[config.mk]
export PLATFORM = sky130hd
export DESIGN_NAME = pipe_stage_reg_flat
export DESIGN_NICKNAME = d
export VERILOG_FILES = /design/src/rtl/pipe_pkg.sv /design/src/rtl/pipe_stage_reg_if.sv /design/src/rtl/pipe_skid_slot.sv /design/src/rtl/pipe_stage_reg.sv /design/src/flat_wrapper.sv
export SDC_FILE = /design/constraint.sdc
export NUM_CORES = 1
export LEC_CHECK = 0
export CAP_MARGIN = 20
export CORE_ASPECT_RATIO = 0.8
export CORE_MARGIN = 3
export CORE_UTILIZATION = 35
export CTS_CLUSTER_SIZE = 30
export DETAILED_ROUTE_END_ITERATION = 8
export PLACE_DENSITY = 0.73
export SYNTH_ARGS = -nofsm -noshare
export SYNTH_HDL_FRONTEND = slang
export SYNTH_HIERARCHICAL = 1
export SYNTH_SLANG_ARGS = --single-unit
[constraint.sdc]
create_clock -name clk -period 1.6 [get_ports clk]
set_input_delay 0.16 -clock clk [delete_from_list [all_inputs] [get_ports clk]]
set_output_delay 0.16 -clock clk [all_outputs]
set_load 0.03 [all_outputs]
[src/rtl/pipe_pkg.sv]
// Shared pipeline package: control bundle, per-stage widths, NOP and
// skid-register occupancy states.
package pipe_pkg;

  typedef struct packed {
    logic       reg_write;
    logic       mem_read;
    logic       mem_write;
    logic       mem_to_reg;
    logic       branch;
    logic       jump;
    logic       alu_src;
    logic [3:0] alu_ctrl;
    logic [4:0] rsvd;
  } ctrl_t;

  localparam int CTRL_BUNDLE_W = $bits(ctrl_t);

  localparam int IFID_W  = 64;
  localparam int IDEX_W  = 165;
  localparam int EXMEM_W = 107;
  localparam int MEMWB_W = 70;

  localparam ctrl_t NOP_CTRL = '0;

  typedef enum logic [1:0] {
    ST_EMPTY = 2'd0,
    ST_ONE   = 2'd1,
    ST_FULL  = 2'd2
  } occ_e;

endpackage

[src/rtl/pipe_stage_reg_if.sv]
// Stage handshake bundle: upstream, downstream, flush and occupancy.
import pipe_pkg::*;

interface pipe_stage_reg_if #(
  parameter int CTRL_W = CTRL_BUNDLE_W,
  parameter int DATA_W = IDEX_W
);
  logic              in_valid;
  logic              in_ready;
  logic [CTRL_W-1:0] in_ctrl;
  logic [DATA_W-1:0] in_data;
  logic              out_valid;
  logic              out_ready;
  logic [CTRL_W-1:0] out_ctrl;
  logic [DATA_W-1:0] out_data;
  logic              flush;
  logic [1:0]        occupancy;

  modport master (
    output in_valid, in_ctrl, in_data,
    output out_ready, flush,
    input  in_ready, out_valid,
    input  out_ctrl, out_data, occupancy
  );

  modport slave (
    input  in_valid, in_ctrl, in_data,
    input  out_ready, flush,
    output in_ready, out_valid,
    output out_ctrl, out_data, occupancy
  );
endinterface

[src/rtl/pipe_skid_slot.sv]
// One held bundle: valid bit, load, drop (valid only) and flush clear.
module pipe_skid_slot #(
  parameter int W        = 8,
  parameter bit CLR_ZERO = 1'b1
) (
  input  logic         clk,
  input  logic         rst_n,
  input  logic         ld,
  input  logic         drop,
  input  logic         clr,
  input  logic [W-1:0] d,
  output logic         valid,
  output logic [W-1:0] q
);
  logic         v_d, v_q;
  logic [W-1:0] q_d, q_q;

  always_comb begin
    v_d = v_q;
    q_d = q_q;
    if (clr) begin
      v_d = 1'b0;
      if (CLR_ZERO) q_d = '0;
    end else if (ld) begin
      v_d = 1'b1;
      q_d = d;
    end else if (drop) begin
      v_d = 1'b0;
    end
  end

  always_ff @(posedge clk) begin
    if (!rst_n) begin
      v_q <= 1'b0;
      q_q <= '0;
    end else begin
      v_q <= v_d;
      q_q <= q_d;
    end
  end

  assign valid = v_q;
  assign q     = q_q;
endmodule

[src/rtl/pipe_stage_reg.sv]
// Generic pipeline stage register with 2-entry skid buffer and flush.
// PIPE_STAGE_PERF_EN adds stall_cnt/flush_cnt performance counters.
module pipe_stage_reg
  import pipe_pkg::*;
#(
  parameter int CTRL_W     = CTRL_BUNDLE_W,
  parameter int DATA_W     = IDEX_W,
  parameter bit FLUSH_ZERO = 1'b1
) (
  input  logic           clk,
  input  logic           rst_n,
  pipe_stage_reg_if.slave bus
`ifdef PIPE_STAGE_PERF_EN
  ,
  output logic [31:0]    stall_cnt,
  output logic [15:0]    flush_cnt
`endif
);
  localparam int W = CTRL_W + DATA_W;

  occ_e state_q, state_d;

  logic         in_xfer, out_xfer;
  logic         main_ld, main_drop, main_from_skid;
  logic         skid_ld, skid_drop;
  logic         main_v, skid_v;
  logic [W-1:0] in_b, main_d, main_q, skid_q;

  assign in_b     = {bus.in_ctrl, bus.in_data};
  assign in_xfer  = bus.in_valid && bus.in_ready;
  assign out_xfer = bus.out_valid && bus.out_ready;

  always_comb begin
    state_d        = state_q;
    main_ld        = 1'b0;
    main_drop      = 1'b0;
    main_from_skid = 1'b0;
    skid_ld        = 1'b0;
    skid_drop      = 1'b0;
    if (bus.flush) begin
      state_d = ST_EMPTY;
    end else begin
      unique case (state_q)
        ST_EMPTY: begin
          if (in_xfer) begin
            main_ld = 1'b1;
            state_d = ST_ONE;
          end
        end
        ST_ONE: begin
          if (in_xfer && out_xfer) begin
            main_ld = 1'b1;
          end else if (out_xfer) begin
            main_drop = 1'b1;
            state_d   = ST_EMPTY;
          end else if (in_xfer) begin
            skid_ld = 1'b1;
            state_d = ST_FULL;
          end
        end
        ST_FULL: begin
          if (out_xfer) begin
            main_ld        = 1'b1;
            main_from_skid = 1'b1;
            skid_drop      = 1'b1;
            state_d        = ST_ONE;
          end
        end
        default: state_d = ST_EMPTY;
      endcase
    end
  end

  always_ff @(posedge clk) begin
    if (!rst_n) state_q <= ST_EMPTY;
    else        state_q <= state_d;
  end

  assign main_d = main_from_skid ? skid_q : in_b;

  pipe_skid_slot #(.W(W), .CLR_ZERO(FLUSH_ZERO)) u_main (
    .clk   (clk),
    .rst_n (rst_n),
    .ld    (main_ld),
    .drop  (main_drop),
    .clr   (bus.flush),
    .d     (main_d),
    .valid (main_v),
    .q     (main_q)
  );

  pipe_skid_slot #(.W(W), .CLR_ZERO(FLUSH_ZERO)) u_skid (
    .clk   (clk),
    .rst_n (rst_n),
    .ld    (skid_ld),
    .drop  (skid_drop),
    .clr   (bus.flush),
    .d     (in_b),
    .valid (skid_v),
    .q     (skid_q)
  );

  // in_ready comes straight from the skid flop, never from out_ready
  assign bus.in_ready  = !skid_v;
  assign bus.out_valid = main_v;
  assign {bus.out_ctrl, bus.out_data} = main_q;
  assign bus.occupancy = state_q;

`ifdef PIPE_STAGE_PERF_EN
  logic [31:0] stall_d, stall_q;
  logic [15:0] flcnt_d, flcnt_q;
  logic        discard;

  assign discard = bus.flush &&
    (bus.in_valid || state_q == ST_FULL ||
     (state_q == ST_ONE && !bus.out_ready));

  always_comb begin
    stall_d = stall_q;
    flcnt_d = flcnt_q;
    if (bus.out_valid && !bus.out_ready)
      stall_d = stall_q + 32'd1;
    if (discard)
      flcnt_d = flcnt_q + 16'd1;
  end

  always_ff @(posedge clk) begin
    if (!rst_n) begin
      stall_q <= '0;
      flcnt_q <= '0;
    end else begin
      stall_q <= stall_d;
      flcnt_q <= flcnt_d;
    end
  end

  assign stall_cnt = stall_q;
  assign flush_cnt = flcnt_q;
`endif
endmodule

[src/flat_wrapper.sv]
// flat-port wrapper written by rule: the top's interface ports become plain ports
module pipe_stage_reg_flat import pipe_pkg::*;
#(
  parameter int CTRL_W     = CTRL_BUNDLE_W,
  parameter int DATA_W     = IDEX_W,
  parameter bit FLUSH_ZERO = 1'b1
)
  (clk, rst_n, bus_in_valid, bus_in_ctrl, bus_in_data, bus_out_ready, bus_flush, bus_in_ready, bus_out_valid, bus_out_ctrl, bus_out_data, bus_occupancy);
  pipe_stage_reg_if #(.CTRL_W(CTRL_W), .DATA_W(DATA_W)) bus_i ();
  input  logic clk;
  input  logic rst_n;
  input wire logic [$bits(bus_i.in_valid)-1:0] bus_in_valid;
  input wire logic [$bits(bus_i.in_ctrl)-1:0] bus_in_ctrl;
  input wire logic [$bits(bus_i.in_data)-1:0] bus_in_data;
  input wire logic [$bits(bus_i.out_ready)-1:0] bus_out_ready;
  input wire logic [$bits(bus_i.flush)-1:0] bus_flush;
  output wire logic [$bits(bus_i.in_ready)-1:0] bus_in_ready;
  output wire logic [$bits(bus_i.out_valid)-1:0] bus_out_valid;
  output wire logic [$bits(bus_i.out_ctrl)-1:0] bus_out_ctrl;
  output wire logic [$bits(bus_i.out_data)-1:0] bus_out_data;
  output wire logic [$bits(bus_i.occupancy)-1:0] bus_occupancy;
  assign bus_i.in_valid = bus_in_valid;
  assign bus_i.in_ctrl = bus_in_ctrl;
  assign bus_i.in_data = bus_in_data;
  assign bus_i.out_ready = bus_out_ready;
  assign bus_i.flush = bus_flush;
  assign bus_in_ready = bus_i.in_ready;
  assign bus_out_valid = bus_i.out_valid;
  assign bus_out_ctrl = bus_i.out_ctrl;
  assign bus_out_data = bus_i.out_data;
  assign bus_occupancy = bus_i.occupancy;
  pipe_stage_reg #(.CTRL_W(CTRL_W), .DATA_W(DATA_W), .FLUSH_ZERO(FLUSH_ZERO)) u_core (.clk(clk), .rst_n(rst_n), .bus(bus_i));
endmodule
# == Word level (Yosys, flattened, before mapping) ==
# Cells that the tools add are included.
# totals
out_inout_bits,185
word_cells,46
in_bits,186
regBits,366
# classes
muxes,25
reduce_logical,9
n_bitwise,1
n_eq_ne,6
# ops
op,count
$mux 181,1
$mux 1,17
$mux 2,5
$pmux 2 s3,1
$ne 2x1->1 const B,2
$reduce_and 4->1,1
$reduce_bool 2->1,2
$logic_and 1x1->1,3
$ne 3x1->1 const B,1
$pmux 1 s3,1
$eq 2x1->1 const B,1
$eq 2x2->1 const B,1
$logic_not 2->1,1
$ne 2x2->1 const B,1
$reduce_or 2->1,1
$logic_not 1->1,1
$not 1->1,1

# == Logic depth before layout (Yosys ltp) ==
# Gate-level depths: netlist (run 1).
# logic_depth
depth_word,8
depth_mapped,7
mapped_depth_nobuf,5

# == Cells and area by module ==
# Netlist (run 1), hierarchy kept.
# modules_own_cells
module,area_per_inst_um2,seq_area_each_um2,instances,cells_each
pipe_skid_slot,6459.9,3643.5,2,588
pipe_stage_reg,3295.7,40.0,1,223

# == Least setup slack after synthesis (run 1) ==
# No wires, ideal clock.
# synth_path
path_type,reg-to-reg
start,"register u_core.u_main.v_q, in the netlist u_core/u_main/valid"
end,"register u_core.u_main.q_q[10], in the netlist u_core/u_main/q[10]"
setup_slack_ps,-377
t_arrival_ps,1850
path_stages_with_launch,8
setup_ps,128
t_required_ps,1472
n_path_buf,2
period_less_slack_ps,1977
cell_sequence,dfxtp_1 > nand2_1 > a211o_1 > a21oi_1 > buf_4 > buf_6 > mux2i_1 > nor2_1
# synth_between
elab_chain_cells,5
word_cells_on_any_way,9
cone_classes,mux: 7; reduce/logical: 2
# synth_lines
item,line_no,rtl
"start, declared",pipe_skid_slot.sv:15,"logic v_d, v_q;"
"start signal, assigned",pipe_skid_slot.sv:37,v_q <= v_d;
$logic_and 1x1->1 (*),pipe_stage_reg.sv:31,assign out_xfer = bus.out_valid && bus.out_ready;
$logic_and 1x1->1,pipe_stage_reg.sv:51,if (in_xfer && out_xfer) begin
$mux 1,pipe_stage_reg.sv:51,
$pmux 1 s3 (*),pipe_stage_reg.sv:43,unique case (state_q)
$mux 1 (*),pipe_stage_reg.sv:40,if (bus.flush) begin
net u_core.main_ld,pipe_stage_reg.sv:24,"logic main_ld, main_drop, main_from_skid;"
"end signal, assigned",pipe_skid_slot.sv:38,q_q <= q_d;
"end, declared",pipe_skid_slot.sv:16,"logic [W-1:0] q_d, q_q;"
# The timed path passes the listed nets; every way through them passes the cells marked *.
# A chain may end at the register's enable or synchronous reset.

# == Worst setup path after layout (run 1) ==
# layout_path
start,"register u_core.u_skid.v_q, in the netlist u_core/u_skid/valid"
end,"register u_core.u_skid.q_q[123], in the netlist u_core/u_skid/q[123]"
# layout_between
elab_chain_cells,7
word_cells_on_any_way,8
cone_classes,mux: 5; reduce/logical: 3
# layout_lines
item,line_no,rtl
"start, declared",pipe_skid_slot.sv:15,
"start signal, assigned",pipe_skid_slot.sv:37,
$logic_not 1->1 (*),pipe_stage_reg.sv:104,assign bus.in_ready = !skid_v;
$logic_and 1x1->1 (*),pipe_stage_reg.sv:30,assign in_xfer = bus.in_valid && bus.in_ready;
$mux 1,pipe_stage_reg.sv:56,end else if (in_xfer) begin
$mux 1,pipe_stage_reg.sv:53,end else if (out_xfer) begin
$mux 1 (*),pipe_stage_reg.sv:51,
$mux 1 (*),pipe_stage_reg.sv:43,
$mux 1 (*),pipe_stage_reg.sv:40,
net u_core.skid_ld,pipe_stage_reg.sv:25,"logic skid_ld, skid_drop;"
"end signal, assigned",pipe_skid_slot.sv:38,
"end, declared",pipe_skid_slot.sv:16,
# Marks and branches as above.

==> results.toml, run 1 <==
[power]
leakagePower_nw = 9.520
p_per_area_nw_per_um2 = 934.8
finalPower_mw = 21.61
vdd_drop_max_mv = 0.7117

[sta]
fin_skew_ps = 23.93
finalHoldViolCount = 0
relSlewSlack_pct = 71.58
tns_ps = -42560
final_max_slew_viol_count = 0
min_period_ps = 1807
hold_ws_ps = 257.9
period_share_pct = 112.9
finalSetupViolations = 365
setup_slack_ps = -207.1
tightestPinTransition_ps = 427.9
rsz0062_at_grt = "true"
max_freq_ghz = 0.5534

[floorplanning]
die_h_um = 198.5
start_util_pct = 35.98
dieArea_um2 = 48970
ioPinCount = 371
dieWidth_um = 246.7
rows = 69
core_um2 = 45070

[detailed_routing]
drt_pre_antenna_iters = 5
drc = 0
drt_iter0_markers = 438
via_per_inst = 4.703
wirelength_mm = 45.92
ant_nets = 0
vias = 11800
wl_per_cell_um = 18.31

[placement]
port_buffers = 370
hpwl_mm = 31.83
pre_cts_slack_ps = -617.6
postPlaceCellArea_um2 = 21210
dp.cells = 2401
place_congestion = 0.7971

[global_route]
antenna_found_initial = 3
grt_pass1_vias = 12340
grt_first_pass_wirelength_mm = 69.53
overflow = 0
grt_max_degree = 25
grt_use_total_pct = 18.02

[job]
maxCapViolCount = 0

[logic_synthesis]
syn_area_um2 = 16220
yosys_most_used_dff = "dfxtp_1"
syn_area_per_cell_um2 = 11.59
yosysUniqueCellTypes = 26
synth_top_cell_area_share_pct = 45.19
synthCells = 1399
yosys_warnings = 6
ys_seq_area_share_pct = 45.19
ys_seq_elements = 366
synth_area_leaders = "dfxtp_1, mux2i_1, mux2_4, nor2_1, buf_6"
synthArstFlopShare_pct = 0
synth.largest_area_cell = "dfxtp_1"
synth_edf_count = 0
syn_nets = 1585

[layout]
utilization_pct = 51.30
syn2layout_area_growth_pct = 42.58
layout.nets = 2058
fin_area_um2 = 23120
stdcell_count = 2508
drive_above_1_share_pct = 22.50

[setup_path]
crit_chain = "nor2b_2 -> nand2_4 -> nor3_4 -> buf_6 -> clkbuf_16 -> buf_12 -> buf_16 -> mux2i_1 -> nor2_1"
critPathCapture = "u_core/u_skid/q[123]$_SDFFE_PP0P_"
worstSetupEndpointType = "register"
r2r_slack_ps = -210
cp.arrival_ps = 2240
worst_path_max_delay_cell = "dfxtp_2"
cp_top_family = "buffers and inverters"
reg2reg_depth = 9
cp.depth = 9
worst-path-buf-inv = 4
rr_startpoint = "u_core/u_skid/valid$_SDFFE_PP0P_"
r2r_end = "u_core/u_skid/q[123]$_SDFFE_PP0P_"
crit_start = "u_core/u_skid/valid$_SDFFE_PP0P_"
critPathMaxStageDelay_ps = 330
crit_path_start_kind = "register"
worstPathMaxFanout = 5
crit_type = "register to register"
required_ps = 2030

[min_path]
hp-class = "input pin to register"

[clocking]
clkTransAtPathRegs_ps = 60
cts_tree = "yes"
clk-insertion-delay-late_ps = 550
numCtsBuffers = 40
cts.sinks = 366
cts-root-buf = "clkbuf_16"
cts_hold_buf = 0
clk_path_buf_depth = 3
cts_max_level = 2

[outcome]
outcome = "finished, violations left"
violations = "setup timing"
-- routing by layer --
layer	global-route usage, %	routed length, um
met1	21.54	19440
met2	31.25	22590
met3	4.784	2590
met4	6.410	1288
met5	0	0
-- tightest hold or removal path, delay by kind of cell --
family,cells,cell delay [ps]
buffers and inverters,1,420
muxes,1,140
and+or+nand+nor,1,50
-- area by class of cell --
type | count | area [um^2]
Timing Repair Buffer | 531 | 5629
Sequential cell | 366 | 7340
Clock inverter | 14 | 236.5
Inverter | 3 | 11.26
Tap cell | 603 | 754.5
Clock buffer | 58 | 1159
Fill cell | 3990 | 21950
Multi-Input combinational cell | 930 | 7983
Antenna cell | 3 | 7.507
-- state kept, by name, indices dropped and copies added, names as in the netlist --
register	flops
u_core/u_skid/valid	1
u_core/u_main/valid	1
u_core/u_main/q	181
u_core/u_skid/q	181
u_core/bus.occupancy	2
-- worst min-delay path by stage --
stage | from | endpoint | slack [ps] | depth (start not counted)
2_1_floorplan | rst_n | u_core/bus.occupancy[0]$_SDFFE_PP0P_ | 310 | 2
3_3_place_gp | u_core/u_skid/q[20]$_SDFFE_PP0P_ | u_core/u_skid/q[20]$_SDFFE_PP0P_ | 470 | 2
3_5_place_dp | u_core/u_main/q[155]$_SDFFE_PP0P_ | u_core/u_main/q[155]$_SDFFE_PP0P_ | 480 | 2
4_1_cts | bus_in_data[22] | u_core/u_skid/q[22]$_SDFFE_PP0P_ | 220 | 3
5_1_grt | bus_in_data[28] | u_core/u_skid/q[28]$_SDFFE_PP0P_ | 250 | 3
6_report | bus_in_data[38] | u_core/u_skid/q[38]$_SDFFE_PP0P_ | 260 | 3
-- cells in the mapped netlist (2+ instances only) --
cell type    n
nor2_1     362
buf_4        4
buf_12      20
mux2_4     179
a21oi_1      3
mux2i_1    362
nand2_1      2
dfxtp_1    366
buf_6       36
mux2_2       2
buf_2       18
inv_1        3
nand2b_1     7
o21ai_0      2
clkbuf_1    22
-- cells in the final DEF, fill, tap and decap left out, drive strengths merged --
| cell type | Yosys | final |
|---|---|---|
| a211o | 1 | 1 |
| a211oi | 1 | 1 |
| a21oi | 3 | 3 |
| and3b | 1 | 1 |
| buf | 78 | 155 |
| bufbuf | 0 | 3 |
| bufinv | 0 | 6 |
| clkbuf | 22 | 61 |
| clkdlybuf4s15 | 0 | 3 |
| clkdlybuf4s50 | 0 | 189 |
| clkinv | 0 | 6 |
| dfxtp | 366 | 366 |
| diode | 0 | 3 |
| dlygate4sd2 | 0 | 178 |
| inv | 3 | 5 |
| mux2 | 181 | 181 |
| mux2i | 362 | 362 |
| nand2 | 2 | 2 |
| nand2b | 7 | 7 |
| nand3 | 1 | 1 |
| nand4b | 1 | 1 |
| nor2 | 363 | 363 |
| nor2b | 1 | 1 |
| nor3 | 1 | 1 |
| nor4 | 1 | 1 |
| nor4bb | 1 | 1 |
| o21ai | 2 | 2 |
| or2b | 1 | 1 |
-- logic make-up (layout without fill, tap and decap cells) --
family | Yosys count | after routing | synth area share, %
AO/OA/AOI/OAI | 7 | 7 | 0.2546
buffers and inverters | 103 | 606 | 6.289
flip-flops | 366 | 366 | 45.19
multiplexers | 543 | 543 | 39.06
other | 0 | 3 | 0
AND/OR/NAND/NOR | 380 | 380 | 9.213
-- power by group --
group / switching, mW / internal (mW)
logic: 1.09 / 1.41
clock network: 3.80 / 6.00
registers: 0.0747 / 9.24
-- timing repair --
action / in CTS / in global routing
setup buffers: 8 / 14
pin swaps: 1 / 2
cloned: 9 / 3
gates resized for setup: 230 / 16
endpoints found under the setup margin: 546 / 370
No activity file was read; power rests on OpenSTA's default activity.
==> run 2: changes to the inputs <==
- GPL_TIMING_DRIVEN: not set -> 0
==> run 2 against run 1 <==
  * The run still ends with setup timing left
  * Sequential share of layout area is 1.2 points lower
  * Register-to-register slack worse by 90 ps
  * Hold slack worse by 1.5 ps
  * Fmax is 4.7% lower
  * Final area is 4.0% higher
==> results.toml, run 2 (synthesis gave the netlist of run 1 again) <==
[clocking]
clk-insertion-delay-late_ps = 550
cts.sinks = 366
numCtsBuffers = 40
clk_path_buf_depth = 3
clkTransAtPathRegs_ps = 60
cts_hold_buf = 0
cts-root-buf = "clkbuf_16"
cts_max_level = 2
cts_tree = "yes"

[power]
finalPower_mw = 21.14
internal_power_mw = 16.17
clkPwrFrac_pct = 44.2
p_sw_mw = 4.972
vdd_drop_max_mv = 0.8386
p_per_area_nw_per_um2 = 879.3
switching_share_pct = 23.52
pwr-share-seq_pct = 44.1
combPwrFrac_pct = 11.8
leakagePower_nw = 11.09

[sta]
min_period_ps = 1896
finalSetupViolations = 350
final_max_slew_viol_count = 0
finalHoldViolCount = 0
period_share_pct = 118.5
tns_ps = -55860
rsz0062_at_grt = "true"
setup_slack_ps = -295.8
relSlewSlack_pct = 61.88
fin_skew_ps = 20.67
max_freq_ghz = 0.5275
tightestPinTransition_ps = 571.8

[floorplanning]
start_util_pct = 35.98
dieArea_um2 = 48970
die_h_um = 198.5
dieWidth_um = 246.7
ioPinCount = 371
core_um2 = 45070
rows = 69

[setup_path]
worstPathMaxFanout = 10
cp.arrival_ps = 2310
crit_path_start_kind = "register"
worstSetupEndpointType = "register"
crit_type = "register to register"
required_ps = 2010

[layout]
fin_area_um2 = 24040
stdcell_count = 2515
num-fill-cells = 3814
drive_above_1_share_pct = 22.18
syn2layout_area_growth_pct = 48.25
mostFrequentLayoutCells = "nor2_1, dfxtp_1, mux2i_1"
layout.nets = 2067

[min_path]
hp-class = "input pin to register"

[placement]
pre_cts_slack_ps = -637.7
dp.cells = 2372
place_congestion = 0.7997
hpwl_mm = 32.30
port_buffers = 370
postPlaceCellArea_um2 = 20740

[detailed_routing]
via_per_inst = 4.720
ant_nets = 0
drc = 0
drt_iter0_markers = 488
wirelength_mm = 49.05
wl_per_cell_um = 19.50
vias = 11870
drt_pre_antenna_iters = 5

[global_route]
grt_max_degree = 14
grt_use_total_pct = 18.93
overflow = 0
grt_pass1_vias = 12570
grt_first_pass_wirelength_mm = 72.13
antenna_found_initial = 5

[outcome]
violations = "setup timing"
outcome = "finished, violations left"

[job]
maxCapViolCount = 0
-- run 2: layer usage --
metal	vias to the layer above	wire length, um	global-route usage [%]
met4	2	1639	7.193
met1	5757	21350	23.51
li1	5740	-	-
met2	281	23260	31.60
met5	-	13	0
met3	90	2781	4.933
-- run 2: metrics by stage --
stage / utilization [%] / hold WS (ps)
CTS: 51.84 / 220.5
global route: 53.33 / 246.4
detailed placement: 46.02 / 478.7
global placement: 46.02 / 469.2
finish: 53.34 / 256.4
floorplan: - / 305.1
-- run 2: cell type report --
type / count / area [um^2] / share of cell area, %
antenna: 5 / 12.51 / 0.05205
buffer: 100 / 1305 / 5.429
clock buffer: 57 / 1165 / 4.846
clock inverter: 11 / 145.1 / 0.6038
inverter: 3 / 11.26 / 0.04684
multi-input combinational: 930 / 7990 / 33.24
sequential: 366 / 7340 / 30.53
tap: 603 / 754.5 / 3.139
timing repair buffer: 440 / 5316 / 22.12
-- run 2: what timing repair did --
| item | 4_1_cts | 5_1_grt |
|---|---|---|
| buffers inserted | 29 | 9 |
| pin swaps | 2 | 5 |
| resized for setup | 161 | 158 |
| gates cloned | 27 | 8 |
| endpoints found under the setup margin | 546 | 478 |
-- run 2: power groups by stage --
stage	registers, mW	logic [mW]	clock network [mW]
floorplan	9.71	1.11	0
global placement	9.51	2.27	0
detailed placement	9.52	2.31	0
CTS	9.31	2.45	9.59
global route	9.32	2.63	9.95
finish	9.31	2.49	9.34
-- run 2: worst paths after layout --
path / startpoint / to / slack [ps] / cells past startpoint
min: bus_in_data[120] / u_core/u_skid/q[120]$_SDFFE_PP0P_ / 260 / 3
min reg2reg: u_core/u_main/q[179]$_SDFFE_PP0P_ / u_core/u_main/q[179]$_SDFFE_PP0P_ / 480 / 2
max reg2reg: u_core/bus.occupancy[0]$_SDFFE_PP0P_ / u_core/u_main/q[74]$_SDFFE_PP0P_ / -300 / 7
max: u_core/bus.occupancy[0]$_SDFFE_PP0P_ / u_core/u_main/q[74]$_SDFFE_PP0P_ / -300 / 7
-- run 2: worst max-delay path, stage by stage (launching register included) --
cell	delay, ps
dfxtp_4	340
buf_4	150
a211o_1	320
a21oi_4	200
buf_12	220
buf_12	170
mux2i_1	260
nor2_1	80
==> run 3: changes to the inputs <==
- SKIP_CTS_REPAIR_TIMING: not set -> 1
==> run 3 against run 2 <==
  * Clock skew about the same
  * Power increased by 0.11%
  * Combinational power increased by 2%
  * Sequential share of layout area increased by 1.4 points
  * Clock-buffer cell count unchanged
  * The flow still finishes with violations (setup timing)
  * Largest cell class unchanged
  * Register-to-register slack about the same
  * Final area decreased by 4.3%
  * Flip-flop and latch count unchanged
==> results.toml, run 3 (synthesis gave the netlist of run 1 again) <==
[outcome]
outcome = "finished, violations left"
violations = "setup timing"

[layout]
regArea_um2 = 7342
num-fill-cells = 3930
multiInputGateArea_um2 = 7946
fin_area_um2 = 23000
mostFrequentLayoutCells = "clkdlybuf4s50_1, nor2_1, dfxtp_1"
layout.nets = 2034
syn2layout_area_growth_pct = 41.83
layout_commonest_cell = "clkdlybuf4s50_1"
drive_above_1_share_pct = 20.17

[sta]
fin_skew_ps = 20.89
period_share_pct = 117.6
finalSetupViolations = 547
final_max_slew_viol_count = 0
max_freq_ghz = 0.5315
tightestPinTransition_ps = 580.5
setup_slack_ps = -281.3
relSlewSlack_pct = 61.30
finalHoldViolCount = 0
rsz0062_at_grt = "true"
min_period_ps = 1881

[placement]
pre_cts_slack_ps = -637.7
hpwl_mm = 32.30
port_buffers = 370
place_congestion = 0.7997
postPlaceCellArea_um2 = 20740

[power]
switching_share_pct = 23.38
leakagePower_nw = 8.405
clkPwrFrac_pct = 44.0
pwr-share-seq_pct = 44.0
p_per_area_nw_per_um2 = 920.2
p_sw_mw = 4.948
combPwrFrac_pct = 12.0
vdd_drop_max_mv = 0.7871
internal_power_mw = 16.21

[clocking]
cts.sinks = 366
clk-insertion-delay-late_ps = 550
clk_path_buf_depth = 3
clkTransAtPathRegs_ps = 60
cts_max_level = 2
cts-root-buf = "clkbuf_16"
numCtsBuffers = 40
cts_tree = "yes"

[detailed_routing]
drc = 0
ant_nets = 0
drt_pre_antenna_iters = 5
wirelength_mm = 47.30
drt_iter0_markers = 506
wl_per_cell_um = 19.06
via_per_inst = 4.699
vias = 11660

[setup_path]
r2r_slack_ps = -280
worstPathMaxFanout = 5
worstSetupEndpointType = "register"
crit_type = "register to register"
required_ps = 2000
reg2reg_depth = 8
crit_path_start_kind = "register"
cp.arrival_ps = 2280

[global_route]
grt_use_total_pct = 17.47
grt_first_pass_wirelength_mm = 67.38
overflow = 0
antenna_found_initial = 4
grt_pass1_vias = 12030
grt_max_degree = 14

[floorplanning]
dieWidth_um = 246.7
core_um2 = 45070
die_h_um = 198.5
start_util_pct = 35.98
ioPinCount = 371
rows = 69
dieArea_um2 = 48970

[job]
maxCapViolCount = 0

[min_path]
hp-class = "input pin to register"
worstHoldPathCells = 3
run 3: cell count changes in the layout (fill, tap and decap cells not counted), moves of 3 or more:
cell	before	now
clkdlybuf4s50_1	185	368
dlymetal6s2s_1	113	2
dlygate4sd2_1	71	0
buf_12	65	38
buf_16	26	1
clkbuf_16	48	60
mux2i_1	342	352
mux2i_2	20	10
buf_8	7	16
buf_4	11	8
run 3: stage by stage:
| step | setup TNS (ps) | hold WS [ps] | total power, mW | instances | util, % |
|---|---|---|---|---|---|
| floorplan | -6362 | 305.1 | 10.82 | 1399 | - |
| global placement | -194050 | 469.2 | 11.78 | 2372 | 46.02 |
| detailed placement | -202960 | 478.7 | 11.82 | 2372 | 46.02 |
| CTS | -119310 | 220.5 | 21.23 | 2440 | 48.93 |
| global route | -137170 | 246.4 | 21.94 | 2478 | 51.02 |
| finish | -97470 | 254.5 | 21.16 | 2481 | 51.03 |
run 3: area by class of cell:
| class | instances | share of cell area [%] |
|---|---|---|
| Multi-Input combinational cell | 930 | 34.55 |
| Sequential cell | 366 | 31.92 |
| Timing Repair Buffer | 407 | 19.13 |
| Buffer | 100 | 5.321 |
| Clock buffer | 57 | 5.065 |
| Tap cell | 603 | 3.281 |
| Clock inverter | 11 | 0.6311 |
| Inverter | 3 | 0.04896 |
| Antenna cell | 4 | 0.04352 |
run 3: power by group through the flow:
stage / Sequential (mW) / Combinational, mW / Clock [mW]
2_1_floorplan: 9.71 / 1.11 / 0
3_3_place_gp: 9.51 / 2.27 / 0
3_5_place_dp: 9.52 / 2.31 / 0
4_1_cts: 9.32 / 2.32 / 9.59
5_1_grt: 9.33 / 2.68 / 9.93
6_report: 9.32 / 2.54 / 9.31
run 3: worst max-delay path, stage by stage (launching register included):
cell,delay [ps]
dfxtp_4,360
nand2b_4,130
a211o_1,260
a21oi_4,230
buf_6,160
buf_6,180
buf_12,140
mux2i_1,210
nor2_1,60
run 3: worst paths after layout:
path,start,to
worst max-delay path,u_core/u_skid/valid$_SDFFE_PP0P_,u_core/u_main/q[10]$_SDFFE_PP0P_
worst min-delay path,bus_in_data[120],u_core/u_skid/q[120]$_SDFFE_PP0P_
worst max register to register,u_core/u_skid/valid$_SDFFE_PP0P_,u_core/u_main/q[10]$_SDFFE_PP0P_
worst min register to register,u_core/u_main/q[6]$_SDFFE_PP0P_,u_core/u_main/q[6]$_SDFFE_PP0P_
run 3: per-layer routing:
layer	vias up	share of wire, %	track usage, %
met2	272	48	29.52
met1	5651	44	21.46
met3	67	5.9	4.730
li1	5667	-	-
met4	2	2.6	6.193
met5	-	0.027	0
